==> src/rtl/aibcr3aux_rxlvshift_filt.sv <==
// ---------------------------------------------------------------------------
// aibcr3aux_rxlvshift_filt
//
// Receive-direction aux level shifter. Carries one slow control/status signal
// from the AIB aux IO supply domain into the core supply domain: clamps it low
// unless both supplies are good, synchronizes it into clk, filters out pulses
// shorter than FILT_CYCLES, and qualifies the result with a power-up settle
// sequencer (OFF -> WAIT -> ACTIVE).
//
// Parameters:
//   SYNC_STAGES   synchronizer depth (2..4)
//   FILT_CYCLES   consecutive differing cycles needed before out changes (1..15)
//   PWRUP_CYCLES  settle cycles in WAIT before out becomes valid (1..255)
//
// Ports:
//   clk             core-domain clock
//   rst             asynchronous active-high reset
//   vccl_aibcr3aux  core supply indicator (1 = powered)
//   vcc_aibcr3aux   IO supply indicator (1 = powered)
//   vssl_aibcr3aux  ground, not tracked functionally
//   in              IO-domain signal, asynchronous to clk
//   out             filtered core-domain version of in
//   out_vld         1 while in ACTIVE
//   glitch_det      one-cycle pulse when a short pulse is rejected
// ---------------------------------------------------------------------------
module aibcr3aux_rxlvshift_filt #(
    parameter int unsigned SYNC_STAGES  = 2,
    parameter int unsigned FILT_CYCLES  = 4,
    parameter int unsigned PWRUP_CYCLES = 8
) (
    input  logic clk,
    input  logic rst,
    input  logic vccl_aibcr3aux,
    input  logic vcc_aibcr3aux,
    input  logic vssl_aibcr3aux,
    input  logic in,
    output logic out,
    output logic out_vld,
    output logic glitch_det
);

    localparam logic [1:0] StOff    = 2'd0;
    localparam logic [1:0] StWait   = 2'd1;
    localparam logic [1:0] StActive = 2'd2;

    localparam logic [3:0] FiltLast  = 4'(FILT_CYCLES - 1);
    localparam logic [7:0] PwrupLast = 8'(PWRUP_CYCLES - 1);

    logic                   pwr_good;
    logic                   in_ls;
    logic                   sync;
    logic                   unused_vssl;

    logic [1:0]             state_q, state_d;
    logic [SYNC_STAGES-1:0] sync_q, sync_d, sync_shift;
    logic [7:0]             scnt_q, scnt_d;
    logic [3:0]             fcnt_q, fcnt_d;
    logic                   out_q, out_d;
    logic                   glitch_q, glitch_d;

    // Only a solid 1 on both supplies counts as powered; X/Z is treated as off.
    assign pwr_good    = (vccl_aibcr3aux === 1'b1) && (vcc_aibcr3aux === 1'b1);
    assign in_ls       = pwr_good ? in : 1'b0;
    assign unused_vssl = vssl_aibcr3aux;

    assign sync_shift  = {sync_q[SYNC_STAGES-2:0], in_ls};
    assign sync        = sync_q[SYNC_STAGES-1];

    always_comb begin
        state_d  = state_q;
        sync_d   = '0;
        scnt_d   = scnt_q;
        fcnt_d   = fcnt_q;
        out_d    = out_q;
        glitch_d = 1'b0;

        if (!pwr_good) begin
            // Supply loss overrides everything, including a pending filter accept.
            state_d = StOff;
            scnt_d  = '0;
            fcnt_d  = '0;
            out_d   = 1'b0;
        end else begin
            unique case (state_q)
                StOff: begin
                    state_d = StWait;
                    scnt_d  = '0;
                    fcnt_d  = '0;
                    out_d   = 1'b0;
                end
                StWait: begin
                    sync_d = sync_shift;
                    fcnt_d = '0;
                    out_d  = 1'b0;
                    if (scnt_q == PwrupLast) begin
                        // Enter ACTIVE with the current synchronized value, unfiltered.
                        state_d = StActive;
                        scnt_d  = '0;
                        out_d   = sync;
                    end else begin
                        scnt_d = scnt_q + 8'd1;
                    end
                end
                StActive: begin
                    sync_d = sync_shift;
                    if (sync == out_q) begin
                        // A nonzero run that collapsed back means a rejected pulse.
                        glitch_d = (fcnt_q != 4'd0);
                        fcnt_d   = '0;
                    end else if (fcnt_q == FiltLast) begin
                        out_d  = sync;
                        fcnt_d = '0;
                    end else begin
                        fcnt_d = fcnt_q + 4'd1;
                    end
                end
                default: begin
                    state_d = StOff;
                    scnt_d  = '0;
                    fcnt_d  = '0;
                    out_d   = 1'b0;
                end
            endcase
        end
    end

    always_ff @(posedge clk or posedge rst) begin
        if (rst) begin
            state_q  <= StOff;
            sync_q   <= '0;
            scnt_q   <= '0;
            fcnt_q   <= '0;
            out_q    <= 1'b0;
            glitch_q <= 1'b0;
        end else begin
            state_q  <= state_d;
            sync_q   <= sync_d;
            scnt_q   <= scnt_d;
            fcnt_q   <= fcnt_d;
            out_q    <= out_d;
            glitch_q <= glitch_d;
        end
    end

    assign out        = out_q;
    assign out_vld    = (state_q == StActive);
    assign glitch_det = glitch_q;

endmodule

==> config.mk <==
export PLATFORM = sky130hd
export DESIGN_NAME = aibcr3aux_rxlvshift_filt
export DESIGN_NICKNAME = d
export VERILOG_FILES = /design/src/rtl/aibcr3aux_rxlvshift_filt.sv
export SDC_FILE = /design/constraint.sdc
export NUM_CORES = 1
export LEC_CHECK = 0
export CORE_ASPECT_RATIO = 1.5
export CORE_UTILIZATION = 45
export CTS_CLUSTER_DIAMETER = 200
export DETAILED_ROUTE_END_ITERATION = 10
export GPL_TIMING_DRIVEN = 0
export PLACE_DENSITY = 0.68
export RECOVER_POWER = 25
export SYNTH_ARGS = -nofsm -noshare
export SYNTH_HDL_FRONTEND = slang
export SYNTH_SLANG_ARGS = --single-unit
==> constraint.sdc <==
create_clock -name clk -period 2.01 [get_ports clk]
set_clock_uncertainty 0.1 [all_clocks]
set_input_delay 0.201 -clock clk [delete_from_list [all_inputs] [get_ports clk]]
set_output_delay 0.201 -clock clk [all_outputs]
set_load 0.05 [all_outputs]
# Yosys cells after proc, flatten, opt, wreduce, memory -nomap -nowiden
# Cells that the tools add are included.
[word_totals]
elab_cells = 45
out_inout_bits = 3
reg_bits = 18
[op_classes]
addsub = 2
reduce_logical = 6
eq_ne = 11
muxes = 20
[ops]
columns = ["op", "count"]
rows = [
  ["4-bit two-way mux", 4],
  ["8-bit two-way mux", 2],
  ["8-bit one-hot mux with 2 select lines", 1],
  ["8-bit by 1-bit adder with 8-bit output, second input constant", 1],
  ["8-bit by 3-bit equality test with 1-bit output, second input constant", 1],
  ["2-bit two-way mux", 4],
  ["1-bit two-way mux", 7],
  ["3-bit inequality test, second input constant", 2],
  ["2-bit one-hot mux with 3 select lines", 1],
  ["4-bit by 1-bit adder with 4-bit output, second input constant", 1],
  ["4-bit by 2-bit equality test with 1-bit output, second input constant", 1],
  ["2-bit AND reduction", 2],
  ["4-bit nonzero test", 1],
  ["3-bit by 2-bit inequality test with 1-bit output, second input constant", 1],
  ["2-bit by 1-bit equality test with 1-bit output, second input constant", 1],
  ["2-bit equality test, second input constant", 1],
  ["1-bit === test, second input constant", 2],
  ["2-bit logical NOT", 1],
  ["2-bit inequality test, second input constant", 1],
  ["1-bit one-hot mux with 2 select lines", 1],
  ["2-bit OR reduction", 1],
  ["1-bit equality test", 1],
  ["1-bit logical AND", 1],
]

# Logic depth before layout (Yosys ltp)
# Gate-level depths: netlist of the first run.
[logic_depth]
depth_word = 5
depth_mapped = 6
mapped_depth_nobuf = 6

# Worst setup path before layout of the first run
# No wires, ideal clock.
[synth_timing]
path_type = "register -> register"
from = "register state_q[0]"
to = "register scnt_q[3]"
period_less_slack_ns = 1.968
t_arrival_ns = 1.750
n_path_buf = 1
path_stages_with_launch = 7
t_required_ns = 1.791
path_slack_ns = 0.042
setup_ns = 0.119
cell_sequence = "dfrtp_1 -> inv_1 -> ha_1 -> and3_1 -> clkbuf_1 -> nor4_1 -> a21o_2"
[synth_via]
elab_chain_len = 3
word_cells_on_any_way = 5
classes_between = "3 x eq/ne; 2 x mux"
[synth_rtl]
columns = ["item", "line", "source"]
rows = [
  ["from (decl)", "54", "logic [1:0] state_q, state_d;"],
  ["from (signal assigned)", "129", "state_q <= StOff;"],
  ["from (signal assigned)", "136", "state_q <= state_d;"],
  ["2-bit equality test *", "n/a", ""],
  ["named net out_vld", "38", "output logic out_vld,"],
  ["8-bit one-hot mux with 2 select lines", "84", "unique case (state_q)"],
  ["8-bit two-way mux", "77", "if (!pwr_good) begin"],
  ["to (signal assigned)", "138", "scnt_q <= scnt_d;"],
  ["to (decl)", "56", "logic [7:0] scnt_q, scnt_d;"],
]
# Mark *: on every way through the listed nets, which the timed path passes. The rest lies on a longest branch.
# A chain may end at the register's enable or synchronous reset.

# Final worst setup path of the first run
[layout_timing]
from = "register state_q[0]"
to = "output port out_vld"
[layout_via]
elab_chain_len = 1
[layout_rtl]
columns = ["item", "line", "source"]
rows = [
  ["2-bit equality test", "146", "assign out_vld = (state_q == StActive);"],
  ["to (decl)", "38", ""],
]
# No other way between the ends.

==> PnR_summary.wiki, run 1 <==
{| class="wikitable"
! Metric !! Value
|-
| Outcome || complete, no violations
|-
| Initial standard-cell utilization of the core || between 40 and 50%
|-
| Vias in the first global route || between 700 and 800
|-
| Slew @ Worst Pin || 0.6872 ns
|-
| Flops & latches, synth || 18
|-
| DRC errors left || 0
|-
| Total of warnings raised by yosys || 0
|-
| Post-Synthesis Cells || 98
|-
| Height of the chip || 58.86 um
|-
| Initial DRC Count || 13
|-
| Die X-Extent || 39.90 um
|-
| Met3 Wirelength || 33 um
|-
| Slew Limit Fails || 0
|-
| Clock tree from TritonCTS || done
|-
| Setup Buffers After CTS || 0
|-
| MaxCap Viol Count || 0
|-
| CTS Buf Count || 3
|-
| Final non-filler cell total || 131
|-
| Number of synthesized flops with an enable pin || 0
|-
| Setup slack after layout || 0.1076 ns
|-
| Synth Net Count || 110
|-
| Most instantiated library cell after synthesis || sky130_fd_sc_hd__dfrtp_1
|-
| GRT Util Overall || around 20%
|-
| Overall power || 647.2 uW
|-
| Count of input and output buffers || 7
|-
| Aggregate global routing overflow || 0
|-
| Later-pin clock latency in the skew report || 0.31 ns
|-
| Total number of vias || 767
|-
| Switching part of the total power || 23.60%
|-
| Final nets || approximately 120
|-
| Kind of start point of the critical path || register
|-
| Hold crit path type || input port to async pin
|-
| Routed via count divided by cell count || 5.855
|-
| Fraction of synthesis flops using an asynchronous set or reset pin || between 90% and 100%
|-
| Highest metal layer with signal wires || met4
|-
| Count of fill cells added during filler insertion || just under 200
|-
| Worst IR Drop VDD || 0.3953 mV
|-
| Met1 WL || 803 um
|-
| Mapped Area || 969.7 um^2
|-
| Clock sink total || 18
|-
| Critical path data required time || 1.71 ns
|-
| H-tree depth || 1
|-
| Routed length per placed instance || 14.06 um
|-
| Setup-violating endpoint count in the final report || 0
|-
| Pin count of the biggest net entering global routing || 19
|-
| Crit Path Class || register to output pin
|-
| Number of antenna violations at the first check in global routing || 0
|-
| Critical path fanouts, max || 7
|-
| Power density over the cells || 585.8 nW/um^2
|-
| Synth top area share || a little under half
|-
| Placeable core region || between 2000 and 2500 um^2
|-
| I/O pin cnt || 9
|-
| Cell-internal power || 494.5 uW
|-
| Clock Root Buffer || sky130_fd_sc_hd__clkbuf_4
|-
| Antenna violation net count after detailed routing || 0
|-
| Number of buffers on the longest clock path || 2
|-
| Placed insts || 127
|-
| Unique cell type count in the Yosys netlist || 34
|-
| Net switching component of the power || 152.7 uW
|-
| Clk network pwr share || 36.0%
|-
| Top cells by count, synth || sky130_fd_sc_hd__dfrtp_1 (18), sky130_fd_sc_hd__nand2_1 (10), sky130_fd_sc_hd__inv_1 (7)
|-
| Antenna cells || 0
|-
| Area taken by multi-input logic gates || 489.2 um^2
|-
| Endpoint arrival time on the critical path || 1.60 ns
|-
| Part of the Yosys area used for sequential elements || 46.45%
|-
| Syn-to-layout area delta || 13.94%
|-
| HPWL Detailed || around 1400 um
|-
| Crit path time final || 1.902 ns
|-
| Main synth FF type || sky130_fd_sc_hd__dfrtp_1
|-
| Routed wire length on met2 || between 900 and 1000 um
|-
| Setup slack at placement || 0.1532 ns
|-
| Number of hold violations in the final report || 0
|-
| Critical path capture point type || output pin
|-
| Max Freq || ~0.53 GHz
|-
| Period utilisation layout || 94.65%
|-
| Dominant cells by area after synthesis || sky130_fd_sc_hd__dfrtp_1 (46%), sky130_fd_sc_hd__ha_1 (7.7%), sky130_fd_sc_hd__nand2_1 (3.9%)
|-
| Hold WS || around 0.32 ns
|-
| Static power due to leakage || 0.4839 nW
|-
| Summed negative setup slack over all endpoints || 0 ns
|-
| Largest area contributor in the synthesized netlist || sky130_fd_sc_hd__dfrtp_1
|-
| Part of the power in registers || 56.9%
|-
| Post-detailed-routing wire length || 1842 um
|-
| Gpl congestion || 0.7705
|-
| Logic pwr share || 7.1%
|-
| Clock slew at reported path FFs || approximately 0.11 ns
|-
| Mean post-synth cell area || 9.895 um^2
|-
| Fraction of layout cells with a size suffix above 1 || 8.257%
|-
| First-pass DRT Iterations || 6
|-
| Unrepaired setup endpoints after global routing || no
|-
| Storage element area || ~450 um^2
|-
| Site row count || 20
|-
| Max-slew headroom at the worst pin || 54.14%
|-
| Wire length of the first global-routing pass || 3325 um
|-
| Die Footprint || about 2300 um^2
|}
cell families after synthesis:
family / share of synthesized area [%]
AND/OR/NAND/NOR: 25.03
AO/OA/AOI/OAI: 15.87
flip-flops: 46.45
buffers and inverters: 3.097
adder cells (fa/ha/maj): 7.742
XOR/XNOR: 1.807
final timing paths:
path	slack [ns]	end	cells after the start	startpoint
hold reg to reg	0.40	sync_q[1]	1	sync_q[0]
hold / removal	0.32	glitch_det	2	rst
min in group clk	0.36	sync_q[0]	2	in
setup reg to reg	0.14	scnt_q[4]	5	scnt_q[0]
max in group asynchronous	1.05	scnt_q[4]	2	rst
setup / recovery	0.11	out_vld	3	state_q[0]
cell type report:
| cell class | instances | share of cell area, % |
|---|---|---|
| Multi-Input combinational cell | 72 | 44.28 |
| Sequential cell | 18 | 40.77 |
| Timing Repair Buffer | 7 | 6.342 |
| Clock buffer | 4 | 3.284 |
| Tap cell | 22 | 2.492 |
| Inverter | 7 | 2.378 |
| Buffer | 1 | 0.4530 |
layout by cell type, fill, tap and decap left out, types with 2 or more instances in the layout:
cell type	count
sky130_fd_sc_hd__nand3_1	6
sky130_fd_sc_hd__ha_1	6
sky130_fd_sc_hd__xor2_1	2
sky130_fd_sc_hd__clkdlybuf4s50_1	5
sky130_fd_sc_hd__or4_1	2
sky130_fd_sc_hd__clkbuf_4	3
sky130_fd_sc_hd__or3_1	2
sky130_fd_sc_hd__o21ai_0	6
sky130_fd_sc_hd__nor2_1	3
sky130_fd_sc_hd__nand2_1	10
sky130_fd_sc_hd__o21ai_1	3
sky130_fd_sc_hd__inv_1	7
sky130_fd_sc_hd__and2_1	2
sky130_fd_sc_hd__and3_1	5
sky130_fd_sc_hd__dfrtp_1	18
sky130_fd_sc_hd__a21oi_1	6
per-stage QoR:
stage / area, um^2 / utilization [%]
2_1_floorplan: 969.7 / -
3_3_place_gp: 1067 / 52.65
3_5_place_dp: 1067 / 52.65
4_1_cts: 1102 / 54.38
5_1_grt: 1105 / 54.51
6_report: 1105 / 54.51
per-layer routing:
metal / track usage [%] / up-vias
met5: 0 / -
met4: 11.82 / 0
met3: 2.264 / 8
met2: 32.26 / 11
met1: 25.25 / 370
li1: - / 378
state kept, by name, indices dropped and copies added, names as in the netlist:
register and flops:
scnt_q 8, fcnt_q 4, state_q 2, sync_q 2, glitch_det 1, out 1
power groups by stage:
stage	registers [mW]	clock network [mW]	logic, mW
3_5_place_dp	0.375	0	0.0478
6_report	0.368	0.233	0.0459
5_1_grt	0.369	0.244	0.0526
2_1_floorplan	0.375	0	0.0296
4_1_cts	0.368	0.235	0.0474
3_3_place_gp	0.375	0	0.0467
critical path, stage by stage (launching register included):
cell and delay [ns]:
sky130_fd_sc_hd__dfrtp_1 0.41, sky130_fd_sc_hd__inv_1 0.09, sky130_fd_sc_hd__ha_1 0.26, sky130_fd_sc_hd__clkdlybuf4s15_1 0.53
timing repair:
item / 4_1_cts / 5_1_grt
hold buffers: 0 / 0
gates resized for setup: 1 / 3
endpoints found under the setup margin: 1 / 3
pin swaps: 0 / 0
(Power assumes the default switching activity.)
==> inputs of run 2 (changes only) <==
--- a/config.mk
+++ b/config.mk
@@ -8,7 +8,9 @@
 export CORE_ASPECT_RATIO = 1.5
 export CORE_UTILIZATION = 45
 export CTS_CLUSTER_DIAMETER = 200
+export CTS_CLUSTER_SIZE = 12
 export DETAILED_ROUTE_END_ITERATION = 10
+export GPL_ROUTABILITY_DRIVEN = 0
 export GPL_TIMING_DRIVEN = 0
 export PLACE_DENSITY = 0.68
 export RECOVER_POWER = 25
==> constraint.sdc (replaced) <==
create_clock -name clk -period 2.01 [get_ports clk]
set_clock_uncertainty 0.1 [all_clocks]
set_input_delay 0.201 -clock clk [delete_from_list [all_inputs] [get_ports clk]]
set_output_delay 0.201 -clock clk [all_outputs]
set_load 0.005 [all_outputs]
==> PnR_summary.wiki, run 2 (synthesis results as in run 1) <==
{| class="wikitable"
! Metric !! Value
|-
| Critical path's slowest cell || sky130_fd_sc_hd__clkdlybuf4s50_1
|-
| H-tree depth || 1 (unchanged)
|-
| Slew Limit Fails || 0 (unchanged)
|-
| Total number of vias || 767 (unchanged)
|-
| Routed length per placed instance || 14.06 um (unchanged)
|-
| Overall power || 644.9 uW (-0.36%)
|-
| First-pass DRT Iterations || 6 (unchanged)
|-
| MaxCap Viol Count || 0 (unchanged)
|-
| Final nets || 122 (unchanged)
|-
| Initial standard-cell utilization of the core || 47.84% (unchanged)
|-
| Static power due to leakage || 0.4828 nW (-0.24%)
|-
| Outcome || complete, no violations
|-
| CTS Buf Count || 3 (unchanged)
|-
| Number of gates given a new drive strength after cts || 0 (-1)
|-
| Number of buffers on the longest clock path || 2 (unchanged)
|-
| Crit Path Class || register to output pin
|-
| Critical path capture point type || output pin
|-
| Endpoint arrival time on the critical path || 1.61 ns (about the same)
|-
| Number of hold violations in the final report || 0 (unchanged)
|-
| Final standard cell area without fillers || 1105 um^2 (unchanged)
|-
| Storage element area || 450.4 um^2 (unchanged)
|-
| Number of antenna violations at the first check in global routing || 0 (unchanged)
|-
| Number of buffers added to fix hold violations after cts || 0 (unchanged)
|-
| Unrepaired setup endpoints after global routing || no
|-
| Crit path time final || 1.910 ns (+0.007099 ns)
|-
| Power density over the cells || 583.7 nW/um^2 (-0.36%)
|-
| Post-DP Area || 1067 um^2 (unchanged)
|-
| Count of input and output buffers || 7 (unchanged)
|-
| Antenna violation net count after detailed routing || 0 (unchanged)
|-
| Setup Buffers After CTS || 0 (unchanged)
|-
| Buf+Inv Stages, Crit Path || 2 (unchanged)
|-
| Cell-internal power || 494.8 uW (about the same)
|-
| Switching part of the total power || 23.27% (-0.33 points)
|-
| Antenna cells || 0 (unchanged)
|-
| Setup-violating endpoint count in the final report || 0 (unchanged)
|-
| Most common library cell in the layout ignoring fill and taps || sky130_fd_sc_hd__dfrtp_1
|-
| Post-detailed-routing wire length || 1842 um (unchanged)
|-
| Max-slew headroom at the worst pin || 54.14% (unchanged)
|-
| Initial DRC Count || 13 (unchanged)
|-
| Clk network pwr share || 36.1% (about the same)
|-
| Die Footprint || 2348 um^2 (unchanged)
|-
| Pin count of the biggest net entering global routing || 19 (unchanged)
|-
| GRT Util Overall || 20.28% (unchanged)
|-
| Placeable core region || 2027 um^2 (unchanged)
|-
| Area taken by multi-input logic gates || 489.2 um^2 (unchanged)
|-
| Worst IR Drop VDD || 0.3953 mV (about the same)
|-
| Fraction of layout cells with a size suffix above 1 || 8.257% (unchanged)
|-
| Kind of start point of the critical path || register
|-
| Number of flip-flops under the largest register name || 8 (unchanged)
|-
| Layer carrying the most global-route usage || met2
|-
| Vias in the first global route || 795 (unchanged)
|-
| Net switching component of the power || 150.1 uW (-1.8%)
|-
| Critical path data required time || 1.71 ns (about the same)
|-
| Syn-to-layout area delta || 13.94% (unchanged)
|-
| GRT met1 Usage || 25.25% (unchanged)
|-
| Hold crit path type || input port to async pin
|-
| Later-pin clock latency in the skew report || 0.31 ns (about the same)
|-
| Register-to-register setup slack || 0.14 ns (about the same)
|-
| Part of the power in registers || 57.1% (+0.2 points)
|-
| I/O pin cnt || 9 (unchanged)
|-
| HPWL Detailed || 1377 um (unchanged)
|-
| Summed negative setup slack over all endpoints || 0 ns (unchanged)
|-
| Highest-count cells in the layout ignoring fill and taps || sky130_fd_sc_hd__dfrtp_1 (18), sky130_fd_sc_hd__nand2_1 (10), sky130_fd_sc_hd__inv_1 (7)
|-
| Clock sink total || 18 (unchanged)
|-
| Clock slew at reported path FFs || 0.11 ns (about the same)
|-
| Period utilisation layout || 95.00% (+0.35 points)
|-
| Critical Path, Cell by Cell || inv_1 > ha_1 > clkdlybuf4s50_1
|-
| DRC errors left || 0 (unchanged)
|-
| Wire length of the first global-routing pass || 3325 um (unchanged)
|-
| Max Freq || 0.5237 GHz (-0.37%)
|-
| Met3 global-route usage || 2.264% (unchanged)
|-
| Count of fill cells added during filler insertion || 197 (unchanged)
|-
| Largest stage delay on the critical path || 0.54 ns (about the same)
|-
| Biggest registers after layout || scnt_q (8), fcnt_q (4)
|-
| Aggregate global routing overflow || 0 (unchanged)
|-
| Clock Root Buffer || sky130_fd_sc_hd__clkbuf_4
|-
| Clock tree from TritonCTS || done
|-
| Logic pwr share || 6.8% (-0.3 points)
|-
| Height of the chip || 58.86 um (unchanged)
|-
| Routed via count divided by cell count || 5.855 (unchanged)
|-
| Grt met2 use || 32.26% (unchanged)
|-
| Largest reg by FF count || scnt_q
|-
| Delay-heaviest family, CP || buffers and inverters
|-
| Die X-Extent || 39.90 um (unchanged)
|-
| Slew @ Worst Pin || 0.6872 ns (unchanged)
|-
| Critical path fanouts, max || 7 (unchanged)
|-
| Site row count || 20 (unchanged)
|}
[run 2: changes by cell type in the layout (fill, tap and decap cells not counted), sizes merged]
cell           delta
clkdlybuf4s15     -1
clkdlybuf4s50     +1
[run 2: final cells by class]
cell class / count / share of cell area, %
multi-input cells: 72 / 44.28
flip-flops and latches: 18 / 40.77
repair buffers: 7 / 6.342
clock buffers: 4 / 3.284
well taps: 22 / 2.492
inverters: 7 / 2.378
plain buffers: 1 / 0.4530
[run 2: routing by layer]
layer  vias up  share of wire, %
li1        378                 -
met1       370                44
met2        11                51
met3         8               1.8
met4         0               3.5
met5         -                 0
[run 2: per-stage QoR]
| stage | worst slack (ns) | util [%] | std cells | hold WS, ns |
|---|---|---|---|---|
| 2_1_floorplan | 0.2876 | - | 98 | 0.03957 |
| 3_3_place_gp | 0.2200 | 52.65 | 127 | 0.3629 |
| 3_5_place_dp | 0.1794 | 52.65 | 127 | 0.3795 |
| 4_1_cts | 0.09745 | 54.44 | 131 | 0.2290 |
| 5_1_grt | 0.006875 | 54.51 | 131 | 0.3750 |
| 6_report | 0.1005 | 54.51 | 131 | 0.3245 |
[run 2: power by group through the flow]
stage	combinational (mW)	sequential, mW	clock, mW
2_1_floorplan	0.0267	0.375	0
3_3_place_gp	0.0440	0.375	0
3_5_place_dp	0.0451	0.375	0
4_1_cts	0.0452	0.368	0.235
5_1_grt	0.0503	0.369	0.244
6_report	0.0436	0.368	0.233
[run 2: final timing paths]
kind	startpoint	endpoint	cells after the start
worst min register to register	sync_q[0]	sync_q[1]	1
min in group clk	in	sync_q[0]	2
worst min-delay path	rst	glitch_det	2
worst max register to register	scnt_q[0]	scnt_q[4]	5
max in group asynchronous	rst	scnt_q[4]	2
worst max-delay path	state_q[0]	out_vld	3
[run 2: worst reg2reg max path: stages (launching register included)]
cell and delay [ns]:
sky130_fd_sc_hd__dfrtp_1 0.43, sky130_fd_sc_hd__ha_1 0.26, sky130_fd_sc_hd__nor4bb_4 0.18, sky130_fd_sc_hd__a21o_4 0.25, sky130_fd_sc_hd__or4_1 0.49, sky130_fd_sc_hd__o21ai_1 0.09
